File: config.mk
export PLATFORM = sky130hd
export DESIGN_NAME = fpu_op_sched
export DESIGN_NICKNAME = d
export VERILOG_FILES = /design/src/rtl/fpu_op_sched_pkg.sv /design/src/rtl/fpu_op_sched_special.sv /design/src/rtl/fpu_op_sched.sv
export SDC_FILE = /design/constraint.sdc
export NUM_CORES = 1
export LEC_CHECK = 0
export ABC_AREA = 1
export CORE_ASPECT_RATIO = 1.4
export CORE_MARGIN = 4
export CORE_UTILIZATION = 60
export DETAILED_ROUTE_END_ITERATION = 6
export DONT_BUFFER_PORTS = 1
export PLACE_DENSITY = 0.76
export SETUP_SLACK_MARGIN = 0.05
export SLEW_MARGIN = 40
export SYNTH_ARGS = -nofsm -noshare
export SYNTH_HDL_FRONTEND = slang
export SYNTH_SLANG_ARGS = --single-unit
File: constraint.sdc
create_clock -name clk -period 1.9 [get_ports clk]
set_input_delay 0.38 -clock clk [delete_from_list [all_inputs] [get_ports clk]]
set_output_delay 0.38 -clock clk [all_outputs]
set_load 0.005 [all_outputs]
File: src/rtl/fpu_op_sched_pkg.sv
// Shared types and constants for the two-port FP operation scheduler.
// Holds op codes, operand class codes, the canonical quiet NaN and FSM encoding.
package fpu_op_sched_pkg;

  localparam logic OP_ADD = 1'b0;
  localparam logic OP_MUL = 1'b1;

  typedef enum logic [1:0] {
    CLS_NORM = 2'b00,
    CLS_ZERO = 2'b01,
    CLS_INF  = 2'b10,
    CLS_NAN  = 2'b11
  } fp_cls_e;

  localparam logic [31:0] QNAN = 32'h7FC00000;

  localparam logic [2:0] S_IDLE     = 3'd0;
  localparam logic [2:0] S_CLASSIFY = 3'd1;
  localparam logic [2:0] S_ISSUE    = 3'd2;
  localparam logic [2:0] S_WAIT     = 3'd3;
  localparam logic [2:0] S_RESP     = 3'd4;

  // Denormals classify as NORM so they reach the datapath.
  function automatic fp_cls_e fp_class(input logic [31:0] x);
    fp_cls_e c;
    if (x[30:23] == 8'hFF)
      c = (x[22:0] != 23'd0) ? CLS_NAN : CLS_INF;
    else if (x[30:0] == 31'd0)
      c = CLS_ZERO;
    else
      c = CLS_NORM;
    return c;
  endfunction

endpackage

File: src/rtl/fpu_op_sched_special.sv
// Combinational IEEE-754 special-case resolver for add/mul.
// Flags operand pairs that never need the shared datapath.
module fpu_special_case
  import fpu_op_sched_pkg::*;
(
  input  logic        i_op,
  input  logic [31:0] i_a,
  input  logic [31:0] i_b,
  output logic        o_special,
  output logic [31:0] o_result
);

  fp_cls_e w_ca;
  fp_cls_e w_cb;
  logic    w_sa;
  logic    w_sb;
  logic    w_nan;
  logic    w_inf;
  logic    w_zero;

  assign w_ca   = fp_class(i_a);
  assign w_cb   = fp_class(i_b);
  assign w_sa   = i_a[31];
  assign w_sb   = i_b[31];
  assign w_nan  = (w_ca == CLS_NAN) || (w_cb == CLS_NAN);
  assign w_inf  = (w_ca == CLS_INF) || (w_cb == CLS_INF);
  assign w_zero = (w_ca == CLS_ZERO) || (w_cb == CLS_ZERO);

  always_comb begin
    o_special = 1'b1;
    o_result  = QNAN;
    if (w_nan) begin
      o_result = QNAN;
    end else if (i_op == OP_ADD && w_inf) begin
      if (w_ca == CLS_INF && w_cb == CLS_INF)
        o_result = (w_sa != w_sb) ? QNAN : i_a;
      else
        o_result = (w_ca == CLS_INF) ? i_a : i_b;
    end else if (i_op == OP_MUL && w_inf) begin
      o_result = w_zero ? QNAN : {w_sa ^ w_sb, 8'hFF, 23'd0};
    end else if (i_op == OP_ADD && w_zero) begin
      if (w_ca == CLS_ZERO && w_cb == CLS_ZERO)
        o_result = {w_sa & w_sb, 31'd0};
      else
        o_result = (w_ca == CLS_ZERO) ? i_b : i_a;
    end else if (i_op == OP_MUL && w_zero) begin
      o_result = {w_sa ^ w_sb, 31'd0};
    end else begin
      o_special = 1'b0;
      o_result  = 32'd0;
    end
  end

endmodule

File: src/rtl/fpu_op_sched.sv
// Round-robin scheduler sharing one multi-cycle FP add/mul datapath
// between two requesters, with local special-case handling and a timeout.
module fpu_op_sched
  import fpu_op_sched_pkg::*;
#(
  parameter int TIMEOUT_CYC = 64,
  parameter int CNT_W       = 7
) (
  input  logic        clk,
  input  logic        rst_n,
  input  logic [1:0]  i_req_valid,
  output logic [1:0]  o_req_ready,
  input  logic [1:0]  i_req_op,
  input  logic [63:0] i_req_a,
  input  logic [63:0] i_req_b,
  output logic [1:0]  o_rsp_valid,
  input  logic [1:0]  i_rsp_ready,
  output logic [31:0] o_rsp_data,
  output logic        o_rsp_err,
  output logic        o_dp_start,
  output logic        o_dp_op,
  output logic [31:0] o_dp_a,
  output logic [31:0] o_dp_b,
  input  logic        i_dp_done,
  input  logic [31:0] i_dp_result
);

  logic [2:0]       r_state;
  logic             r_grant;
  logic             r_last;
  logic             r_op;
  logic [31:0]      r_a;
  logic [31:0]      r_b;
  logic [31:0]      r_data;
  logic             r_err;
  logic [CNT_W-1:0] r_cnt;

  logic             w_win;
  logic             w_any;
  logic             w_special;
  logic [31:0]      w_sp_result;

  assign w_any = |i_req_valid;

  always_comb begin
    w_win = 1'b0;
    unique case (i_req_valid)
      2'b10:   w_win = 1'b1;
      2'b11:   w_win = ~r_last;
      default: w_win = 1'b0;
    endcase
  end

  fpu_special_case u_special (
    .i_op      (r_op),
    .i_a       (r_a),
    .i_b       (r_b),
    .o_special (w_special),
    .o_result  (w_sp_result)
  );

  assign o_req_ready = (rst_n && r_state == S_IDLE && w_any)
                     ? {w_win, ~w_win} : 2'b00;
  assign o_rsp_valid = (r_state == S_RESP)
                     ? {r_grant, ~r_grant} : 2'b00;
  assign o_rsp_data  = r_data;
  assign o_rsp_err   = r_err;
  assign o_dp_start  = (r_state == S_ISSUE);
  assign o_dp_op     = r_op;
  assign o_dp_a      = r_a;
  assign o_dp_b      = r_b;

  always_ff @(posedge clk or negedge rst_n) begin
    if (!rst_n) begin
      r_state <= S_IDLE;
      r_grant <= 1'b0;
      r_last  <= 1'b1;
      r_op    <= 1'b0;
      r_a     <= 32'd0;
      r_b     <= 32'd0;
      r_data  <= 32'd0;
      r_err   <= 1'b0;
      r_cnt   <= '0;
    end else begin
      unique case (r_state)
        S_IDLE: begin
          if (w_any) begin
            r_op    <= i_req_op[w_win];
            r_a     <= i_req_a[32*w_win +: 32];
            r_b     <= i_req_b[32*w_win +: 32];
            r_grant <= w_win;
            r_last  <= w_win;
            r_state <= S_CLASSIFY;
          end
        end
        S_CLASSIFY: begin
          if (w_special) begin
            r_data  <= w_sp_result;
            r_err   <= 1'b0;
            r_state <= S_RESP;
          end else begin
            r_state <= S_ISSUE;
          end
        end
        S_ISSUE: begin
          r_cnt   <= '0;
          r_state <= S_WAIT;
        end
        S_WAIT: begin
          // Completion takes priority over a coincident timeout.
          if (i_dp_done) begin
            r_data  <= i_dp_result;
            r_err   <= 1'b0;
            r_state <= S_RESP;
          end else if (r_cnt == CNT_W'(TIMEOUT_CYC - 1)) begin
            r_data  <= QNAN;
            r_err   <= 1'b1;
            r_state <= S_RESP;
          end else begin
            r_cnt <= r_cnt + 1'b1;
          end
        end
        S_RESP: begin
          if (i_rsp_ready[r_grant])
            r_state <= S_IDLE;
        end
        default: r_state <= S_IDLE;
      endcase
    end
  end

endmodule

## Word level (Yosys, flattened, before mapping)

Index checks and enable logic that the tools add are counted.

| word-level totals | value |
|---|---|
| register bits after elaboration | 110 |
| input port bits | 169 |

| cells by class | value |
|---|---|
| add/subtract/negate cells | 1 |
| magnitude comparators | 2 |
| eq/ne operators | 22 |
| shift-type cells | 2 |
| mux-type cells | 46 |
| bitwise gates (word level) | 6 |
| reductions and logical operators | 23 |

Operator list:

| kind | count |
|---|---|
| 32-bit two-way mux | 14 |
| 64-bit by 7-bit variable part select with 32-bit output | 2 |
| 32-bit one-hot mux with 2 select lines | 1 |
| 31-bit logical NOT | 2 |
| 23-bit nonzero test | 2 |
| 8-bit == test, second input constant | 2 |
| 1-bit two-way mux | 16 |
| 3-bit two-way mux | 5 |
| 3-bit one-hot mux with 5 select lines | 1 |
| 7-bit two-way mux | 2 |
| 7-bit one-hot mux with 2 select lines | 1 |
| 2-bit == test, second input constant | 6 |
| 3-bit AND reduction | 3 |
| 1-bit logical AND | 8 |
| 2-bit two-way mux | 4 |
| 7-bit by 1-bit adder with 7-bit output, second input constant | 1 |
| 7-bit by 6-bit == test with 1-bit output, second input constant | 1 |
| 3-bit by 2-bit == test with 1-bit output, second input constant | 2 |
| 2-bit != test, second input constant | 3 |
| 2-bit by 1-bit == test with 1-bit output, second input constant | 2 |
| 1-bit by 2-bit < comparator with 1-bit output, second input constant | 2 |
| 2-bit by 1-bit != test with 1-bit output, second input constant | 2 |
| 1-bit NOT | 4 |
| 1-bit one-hot mux with 2 select lines | 2 |
| 11 further kinds | 14 |

## Longest topological paths before layout

Gate-level depths: netlist of the first run.

| logic depth | value |
|---|---|
| depth after elaboration | 13 |
| depth in mapped cells | 14 |
| gate-level depth less buffers | 13 |

## Hierarchy

From an unflattened synthesis of the first run, not the netlist that was laid out.

| second synthesis, totals | value |
|---|---|
| cell total of the unflattened synthesis | 981 |
| area, all modules | 6729.0 um^2 |

Modules (own cells, without submodules):

| module | times used | cells an instance | area each (um^2) | seq. area each (um^2) |
|---|---|---|---|---|
| fpu_op_sched | 1 | 702 | 5391.4 | 2753.9 |
| fpu_special_case | 1 | 279 | 1337.5 | 0.0 |

## Least setup slack after synthesis of the first run

OpenSTA, ideal clock, no wires.

| timing path | value |
|---|---|
| path kind | flip-flop to flip-flop |
| from | reg r_b[21], in the netlist o_dp_b[21] |
| to | reg r_data[24], in the netlist o_rsp_data[24] |
| data arrival time | 1.574 ns |
| required time | 1.784 ns |
| setup slack | 0.210 ns |
| cell stages (with the launch flop) | 13 |
| clock period less this slack | 1.690 ns |
| cell sequence | dfrtp_1 -> nor2_1 -> nand2_1 -> nor2_1 -> nand3_1 -> nand2_1 -> nand2_1 -> nor2_4 -> inv_1 -> nor3_4 -> nand2_1 -> nand2_1 -> nand2_1 |

| between the ends | value |
|---|---|
| cells in the longest elaborated chain, start to end | 13 |
| elaborated cells on any way between the ends | 32 |
| classes of those cells | 4 x eq/ne; 16 x mux; 12 x reduce/logical |

RTL lines:

| what | line | source |
|---|---|---|
| from (decl) | fpu_op_sched.sv:33 | `logic [31:0] r_b;` |
| from (signal assigned) | fpu_op_sched.sv:90 | `r_b <= i_req_b[32*w_win +: 32];` |
| 31-bit logical NOT or 23-bit nonzero test (tied branches) | fpu_op_sched_pkg.sv:28, fpu_op_sched_pkg.sv:27 |  |
| 1-bit two-way mux, on equally long branches | fpu_op_sched_pkg.sv:28, fpu_op_sched_pkg.sv:27 |  |
| 2-bit two-way mux * | fpu_op_sched_pkg.sv:26 | `if (x[30:23] == 8'hFF)` |
| 2-bit by 1-bit == test with 1-bit output | fpu_op_sched_special.sv:27, fpu_op_sched_special.sv:42 |  |
| 1-bit logical OR | fpu_op_sched_special.sv:27 | `assign w_zero = (w_ca == CLS_ZERO) \|\| (w_cb == CLS_ZERO);` |
| 1-bit logical AND | fpu_op_sched_special.sv:46 | `end else if (i_op == OP_MUL && w_zero) begin` |
| 1-bit two-way mux | fpu_op_sched_special.sv:46 |  |
| 1-bit two-way mux | fpu_op_sched_special.sv:41 | `end else if (i_op == OP_ADD && w_zero) begin` |
| 1-bit two-way mux | fpu_op_sched_special.sv:39 | `end else if (i_op == OP_MUL && w_inf) begin` |
| 1-bit two-way mux | fpu_op_sched_special.sv:34 | `end else if (i_op == OP_ADD && w_inf) begin` |
| 1-bit two-way mux | fpu_op_sched_special.sv:32 | `if (w_nan) begin` |
| 2-bit by 1-bit != test with 1-bit output (no line) | - |  |
| 3-bit AND reduction (no line) | - |  |
| to (signal assigned) | fpu_op_sched.sv:98 | `r_data <= w_sp_result;` |
| to (signal assigned) | fpu_op_sched.sv:112 | `r_data <= i_dp_result;` |
| to (decl) | fpu_op_sched.sv:34 | `logic [31:0] r_data;` |

Mark *: on every way between the ends. The rest lies on a longest branch, timed or not. The select of a mux whose other input is x is not followed.
A chain may end at the register's enable or synchronous reset.

## Worst setup path after layout of the first run

| timing path | value |
|---|---|
| from | reg r_a[14], in the netlist o_dp_a[14] |
| to | reg r_data[5], in the netlist o_rsp_data[5] |

| between the ends | value |
|---|---|
| cells in the longest elaborated chain, start to end | 13 |
| elaborated cells on any way between the ends | 34 |
| classes of those cells | 4 x eq/ne; 18 x mux; 12 x reduce/logical |

RTL lines:

| what | line | source |
|---|---|---|
| from (decl) | fpu_op_sched.sv:32 | `logic [31:0] r_a;` |
| from (signal assigned) | fpu_op_sched.sv:89 | `r_a <= i_req_a[32*w_win +: 32];` |
| 31-bit logical NOT or 23-bit nonzero test (tied branches) | fpu_op_sched_pkg.sv:28, fpu_op_sched_pkg.sv:27 |  |
| 1-bit two-way mux, on equally long branches | fpu_op_sched_pkg.sv:28, fpu_op_sched_pkg.sv:27 |  |
| 2-bit two-way mux * | fpu_op_sched_pkg.sv:26 |  |
| 2-bit by 1-bit == test with 1-bit output | fpu_op_sched_special.sv:27, fpu_op_sched_special.sv:42, fpu_op_sched_special.sv:45 |  |
| 1-bit logical OR | fpu_op_sched_special.sv:27 |  |
| 1-bit logical AND | fpu_op_sched_special.sv:46 |  |
| 1-bit two-way mux | fpu_op_sched_special.sv:46 |  |
| 1-bit two-way mux | fpu_op_sched_special.sv:41 |  |
| 1-bit two-way mux | fpu_op_sched_special.sv:39 |  |
| 1-bit two-way mux | fpu_op_sched_special.sv:34 |  |
| 1-bit two-way mux | fpu_op_sched_special.sv:32 |  |
| 2-bit by 1-bit != test with 1-bit output (no line) | - |  |
| 3-bit AND reduction (no line) | - |  |

Marks and branches as above.

==> results of run 1 <==
## cell type report
cell class                      count  area [sq um]
Clock buffer                       10           229
Clock inverter                      6          61.3
Fill cell                         726          2090
Inverter                           88           347
Multi-Input combinational cell    605          3320
Sequential cell                   110          2750
Tap cell                          135           169
Timing Repair Buffer              118          1040
## where the power goes
part / leakage, nW / total, mW / switching (mW) / internal (mW)
Clock: 0.143 / 1.91 / 0.887 / 1.02
Sequential: 1.39 / 4.32 / 0.872 / 3.45
Combinational: 2.16 / 6.64 / 3.93 / 2.70
Total: 3.70 / 12.9 / 5.69 / 7.17
## metrics by stage
stage	power [mW]	cells	setup TNS, ps
2_1_floorplan	7.52	852	0
3_3_place_gp	9.98	1040	-646
5_1_grt	13.6	1072	-5110
4_1_cts	12.2	1060	0
6_report	12.9	1072	-2000
3_5_place_dp	10.2	1040	-1350
## sequential cells by signal, summed over array words and instances (netlist names)
signal	flops
o_dp_a	32
o_dp_b	32
r_state	3
r_last	1
o_rsp_err	1
o_rsp_data	32
r_cnt	7
o_dp_op	1
r_grant	1
## layout by cell type, fill, tap and decap left out, drive strengths merged
cell      count
dfstp         1
a21oi         5
ha            2
nand2       171
nor3          7
or2           3
nand3        62
inv          87
dfrtp       109
nand3b        2
a211oi        1
nand4         4
xor2          1
o22ai        65
clkinvlp      1
nor2        155
o21bai        1
buf         115
clkinv        5
clkbuf       13
bufinv        1
o21ai       125
and3          1
## timing repair
action / CTS / global route
resized for setup: 21 / 107
endpoints found under the setup margin: 35 / 39
setup buffers: 4 / 7
pin swaps: 16 / 49
cloned: 0 / 5
endpoints found under the hold margin: 110 / 110
## how the worst max path moves through the flow
| stage | slack, ps | endpoint | startpoint |
|---|---|---|---|
| floorplan | 210 | o_rsp_data[24] | o_dp_b[21] |
| global route | -210 | o_rsp_data[5] | o_dp_a[14] |
| finish | -130 | o_rsp_data[5] | o_dp_a[14] |
| CTS | 10 | o_rsp_data[13] | o_dp_a[17] |
| global placement | -110 | o_rsp_data[2] | o_dp_a[15] |
| detailed placement | -170 | o_rsp_data[28] | o_dp_b[13] |
## per-layer routing
layer / global-route usage (%) / vias to the layer above / wire length (um) / part of all wire, %
li1: - / 2960 / - / -
met1: 38.9 / 3156 / 7840 / 34
met2: 62.2 / 407 / 11900 / 52
met3: 9.88 / 84 / 2060 / 9.0
met4: 16.2 / 0 / 1080 / 4.7
met5: 0 / - / 0 / 0
## logic make-up after synthesis
logic type / Yosys count
xor+xnor: 1
fa+ha+maj: 2
compound gates: 197
buf+inv: 137
flops: 110
simple gates: 405
==> impl_metrics.env, run 1 <==
export IMPL_synth_simple_area_share_pct=28.3
export IMPL_yosys_top_cells_area="dfrtp_1, nand2_1, o21ai_0"
export IMPL_num_io_pins=272
export IMPL_dpl_cell_area_sq_mm=0.00698
export IMPL_postSynthCellCount=852
export IMPL_diodes=0
export IMPL_drcViolationCount=0
export IMPL_num_vias=6607
export IMPL_wire_per_inst_um=21.4
export IMPL_yosysMostFrequentCell="nand2_1"
export IMPL_syn_area_sq_mm=0.00621
export IMPL_fin_area_sq_mm=0.00792
export IMPL_synth_enable_flop_cells=0
export IMPL_rsz0062_at_grt="yes"
export IMPL_critical_path_class="flop to flop"
export IMPL_finalWorstSetupSlack_ps=-135
export IMPL_ant_nets=0
export IMPL_core_area_sq_mm=0.0100
export IMPL_cts_htree_levels=3
export IMPL_drt_iter0_drc=430
export IMPL_path_delay_family="simple AND/OR/NAND/NOR gates"
export IMPL_synth_xor_area_share_pct=0.141
export IMPL_dieArea_sq_mm=0.0121
export IMPL_numCtsBuffers=9
export IMPL_dr_pass1_iters=5
export IMPL_grt_util_all_layers_pct=35.2
export IMPL_cts_buffer_depth=2
export IMPL_hold_path_class="input pin to asynchronous set/reset pin"
export IMPL_cp_required_ps=2200
export IMPL_end_kind="flop"
export IMPL_clock_root_buffer="clkbuf_16"
export IMPL_viasPerCell=6.16
export IMPL_cpPeakStageDelay_ps=390
export IMPL_final_hold_viol_count=110
export IMPL_fin_crit_sh_pct=107
export IMPL_r2r_start="o_dp_a[14]"
export IMPL_violations="hold timing, setup timing"
export IMPL_critPathBufInv=3
export IMPL_initial_utilization_pct=62.0
export IMPL_nNetsFinal=1103
export IMPL_setup_violations=32
export IMPL_fp_row_count=43
export IMPL_drive_gt1_share_pct=25.9
export IMPL_dp_hpwl_mm=16.4
export IMPL_status="complete, but fails checks"
export IMPL_synth_largest_area_cell="dfrtp_1"
export IMPL_clk_latency_ps=360
export IMPL_syn_num_nets=1023
export IMPL_gp_congestion=0.998
export IMPL_fp_dieH_um=128
export IMPL_avgSynthCellArea_sq_um=7.29
export IMPL_fin_crit_ps=2030
export IMPL_synth_fa_ha_area_share_pct=0.403
export IMPL_globalRouteOverflowTotal=0
export IMPL_cts_clk_slew_worst_paths_ps=80
export IMPL_grt_pass1_wl_mm=32.6
export IMPL_p_leak_nw=3.70
export IMPL_cts_sinks=110
export IMPL_synth_compound_area_share_pct=17.5
export IMPL_final_util_pct=79.1
export IMPL_peakVddDrop_mv=0.969
export IMPL_synth_seq_cells=110
export IMPL_detail_route_wirelength_mm=22.9
export IMPL_maxSlewViolCount=0
export IMPL_relSlewSlack_pct=71.2
export IMPL_ys_types=36
export IMPL_startpoint_type="flop"
export IMPL_ys_warn_count=0
export IMPL_max_cap_violations=0
export IMPL_whs_ps=-292
export IMPL_cts_tree="yes"
export IMPL_reg2reg_depth=14
export IMPL_powerDensity_mw_per_mm2=1620
export IMPL_skew_ps=10.0
export IMPL_path_max_fanout=6
export IMPL_yosys_most_used_dff="dfrtp_1"
export IMPL_netlist_top_cells_count="nand2_1, nor2_1, o21ai_0"
export IMPL_portBuffers=0
export IMPL_crit_slowest_cell="dfrtp_1"
export IMPL_worst_slew_pin_slew_ps=428
export IMPL_reg2reg_slack_ps=-130
export IMPL_r2r_end="o_rsp_data[5]"
export IMPL_grt_pass1_vias=6440
export IMPL_async_reset_ff_share_pct=100
export IMPL_muxShareOfSynthArea_pct=0
export IMPL_post_place_ws_ps=-174
export IMPL_crit_chain="nor2_1, nand2_1, nor2_4, nand2_2, nor2_4, buf_6, nor2_4, nor2_8, buf_12, clkbuf_16, nand3_2, o21ai_1, nand2_1, nand2_1"
export IMPL_grt_max_degree=112
export IMPL_fmax_mhz=491
export IMPL_syn2layout_area_growth_pct=27.5
export IMPL_cp_data_arrival_time_ps=2330
export IMPL_synth_top_family_by_area="simple AND/OR/NAND/NOR gates"
export IMPL_die_width_um=94.0
export IMPL_antenna_found_initial=0
export IMPL_seq_area_frac_synth_pct=44.4
export IMPL_yosysTopAreaCellShare_pct=43.9
export IMPL_critical_path_depth=14
Power figures use the tool's default switching activity.
==> run 2: changes to the inputs <==
CAP_MARGIN = 10   (was default)
==> results of run 2 <==
Final layout, timing and power as in run 1 (identical DEF).
==> run 3: changes to the inputs <==
--- a/constraint.sdc
+++ b/constraint.sdc
@@ -3,2 +3,2 @@
 set_output_delay 0.38 -clock clk [all_outputs]
-set_load 0.005 [all_outputs]
+set_load 0.1 [all_outputs]
==> run 3 against run 2 <==
The flow finishes with violations (DRC, hold timing, setup timing); sequential share of layout area decreased by 2.8 points; worst hold slack got worse by 15 ps; register-to-register slack got worse by 580 ps; cell area increased by 17%; maximum frequency decreased by 22%; critical path depth decreased by 2; cell count increased by 7.7%; utilization increased by 14 points; first-iteration DRC count increased to 3.4 times the previous value; critical path type unchanged; highest routed layer is now met5.
==> impl_metrics.env, run 3 (synthesis results as in run 1) <==
export IMPL_initial_utilization_pct=62.0
export IMPL_setup_violations=49
export IMPL_fin_crit_ps=2620
export IMPL_nNetsFinal=1184
export IMPL_top_usage_layer="met2"
export IMPL_cp_required_ps=2160
export IMPL_portBuffers=0
export IMPL_critical_path_class="flop to flop"
export IMPL_numCtsBuffers=9
export IMPL_relSlewSlack_pct=38.5
export IMPL_whs_ps=-307
export IMPL_wire_per_inst_um=30.6
export IMPL_cts_tree="yes"
export IMPL_fp_row_count=43
export IMPL_dieArea_sq_mm=0.0121
export IMPL_num_io_pins=272
export IMPL_fmax_mhz=382
export IMPL_hold_path_class="input pin to asynchronous set/reset pin"
export IMPL_drt_iter0_drc=1457
export IMPL_violations="DRC, hold timing, setup timing"
export IMPL_maxSlewViolCount=0
export IMPL_cts_clk_slew_worst_paths_ps=90
export IMPL_crit_chain="nor2_1, nand2_1, nor2_2, nand3_2, nand2_2, nand2_4, nor2_4, inv_2, nor2_1, nand3b_1, nand2_1, nand2_1"
export IMPL_path_delay_family="simple AND/OR/NAND/NOR gates"
export IMPL_viasPerCell=7.31
export IMPL_final_hold_viol_count=110
export IMPL_cts_sinks=110
export IMPL_cpPeakStageDelay_ps=490
export IMPL_layout_commonest_cell="buf_4"
export IMPL_crit_slowest_cell="dfrtp_4"
export IMPL_drive_gt1_share_pct=43.2
export IMPL_rsz0062_at_grt="yes"
export IMPL_use_met1_pct=47.9
export IMPL_drcViolationCount=8
export IMPL_cpMostUsedCell="nand2_1"
export IMPL_path_max_fanout=3
export IMPL_globalRouteOverflowTotal=0
export IMPL_skew_ps=18.4
export IMPL_cts_htree_levels=3
export IMPL_cts_buffer_depth=2
export IMPL_critPathBufInv=1
export IMPL_grt_pass1_vias=7639
export IMPL_reg2reg_slack_ps=-720
export IMPL_gp_congestion=1.02
export IMPL_end_kind="flop"
export IMPL_finalWorstSetupSlack_ps=-718
export IMPL_grt_util_all_layers_pct=44.5
export IMPL_num_vias=8440
export IMPL_r2r_end="o_rsp_data[26]"
export IMPL_worst_slew_pin_slew_ps=913
export IMPL_clock_root_buffer="clkbuf_16"
export IMPL_startpoint_type="flop"
export IMPL_final_cell_mix="buf_4, nand2_1, nor2_1"
export IMPL_grt_pass1_wl_mm=40.8
export IMPL_detail_route_wirelength_mm=35.4
export IMPL_ant_nets=0
export IMPL_fin_crit_sh_pct=138
export IMPL_status="complete, but fails checks"
export IMPL_syn2layout_area_growth_pct=49.6
export IMPL_met3_usage_pct=12.6
export IMPL_dr_pass1_iters=7
export IMPL_max_cap_violations=0
export IMPL_core_area_sq_mm=0.0100
export IMPL_dp_hpwl_mm=17.0
export IMPL_fp_dieH_um=128
export IMPL_antenna_found_initial=4
export IMPL_r2r_start="o_dp_a[17]"
export IMPL_clk_latency_ps=380
export IMPL_cp_data_arrival_time_ps=2880
export IMPL_reg2reg_depth=12
export IMPL_die_width_um=94.0
export IMPL_grtUsageMet2_pct=75.7
export IMPL_grt_max_degree=112
## run 3: how the worst max path moves through the flow
stage	start	cells after the start	to
after floorplan	r_state[1]	3	o_rsp_valid[0]
after global placement	o_dp_a[8]	12	o_rsp_data[3]
after detailed placement	o_dp_a[8]	12	o_rsp_data[3]
after CTS	o_dp_b[18]	14	o_rsp_data[31]
after global routing	o_dp_b[21]	12	o_rsp_data[26]
final	o_dp_a[17]	12	o_rsp_data[26]
## run 3: layer usage
metal	share of wire, %	wire length [um]	vias up
met1	28	9950	3806
met4	12	4290	6
met5	0.29	103	-
met3	17	5850	437
li1	-	-	3136
met2	43	15200	1055
## run 3: final cells by class
class                           count  area [sq um]
Antenna cell                        2          5.00
Clock buffer                       12           246
Clock inverter                      4          55.1
Fill cell                         347           721
Inverter                           88           365
Multi-Input combinational cell    606          3590
Sequential cell                   110          2970
Tap cell                          135           169
Timing Repair Buffer              197          1880
Timing Repair inverter              1          6.26
## run 3: metrics by stage
step	TNS (ps)	util, %	instances	area [sq um]	setup slack (ps)
after detailed placement	-4240	76.0	1085	7600	-256
after CTS	-1980	86.5	1138	8650	-91.0
after global placement	-3140	76.0	1085	7600	-224
after global routing	-18530	92.8	1155	9290	-787
after floorplan	-2020	-	852	6480	-335
final	-15650	92.8	1155	9290	-718
## run 3: worst register-to-register path, stage by stage (launching register included)
cell,delay (ps)
dfrtp_4,490
nor2_1,190
nand2_1,120
nor2_2,130
nand3_2,110
nand2_2,100
nand2_4,70
nor2_4,240
inv_2,180
nor2_1,480
nand3b_1,210
nand2_1,120
nand2_1,80
## run 3: what timing repair did
action                                  in CTS  in global routing
buffers inserted                            31                 15
pin swaps                                   50                 71
endpoints found under the setup margin      40                 70
resized for setup                          125                122
gates cloned                                 7                  3
endpoints found under the hold margin      110                110
Power of run 3 is left out: the tool's default activity adds up to more than one toggle a clock period on the data nets, which glitch-free logic cannot reach.
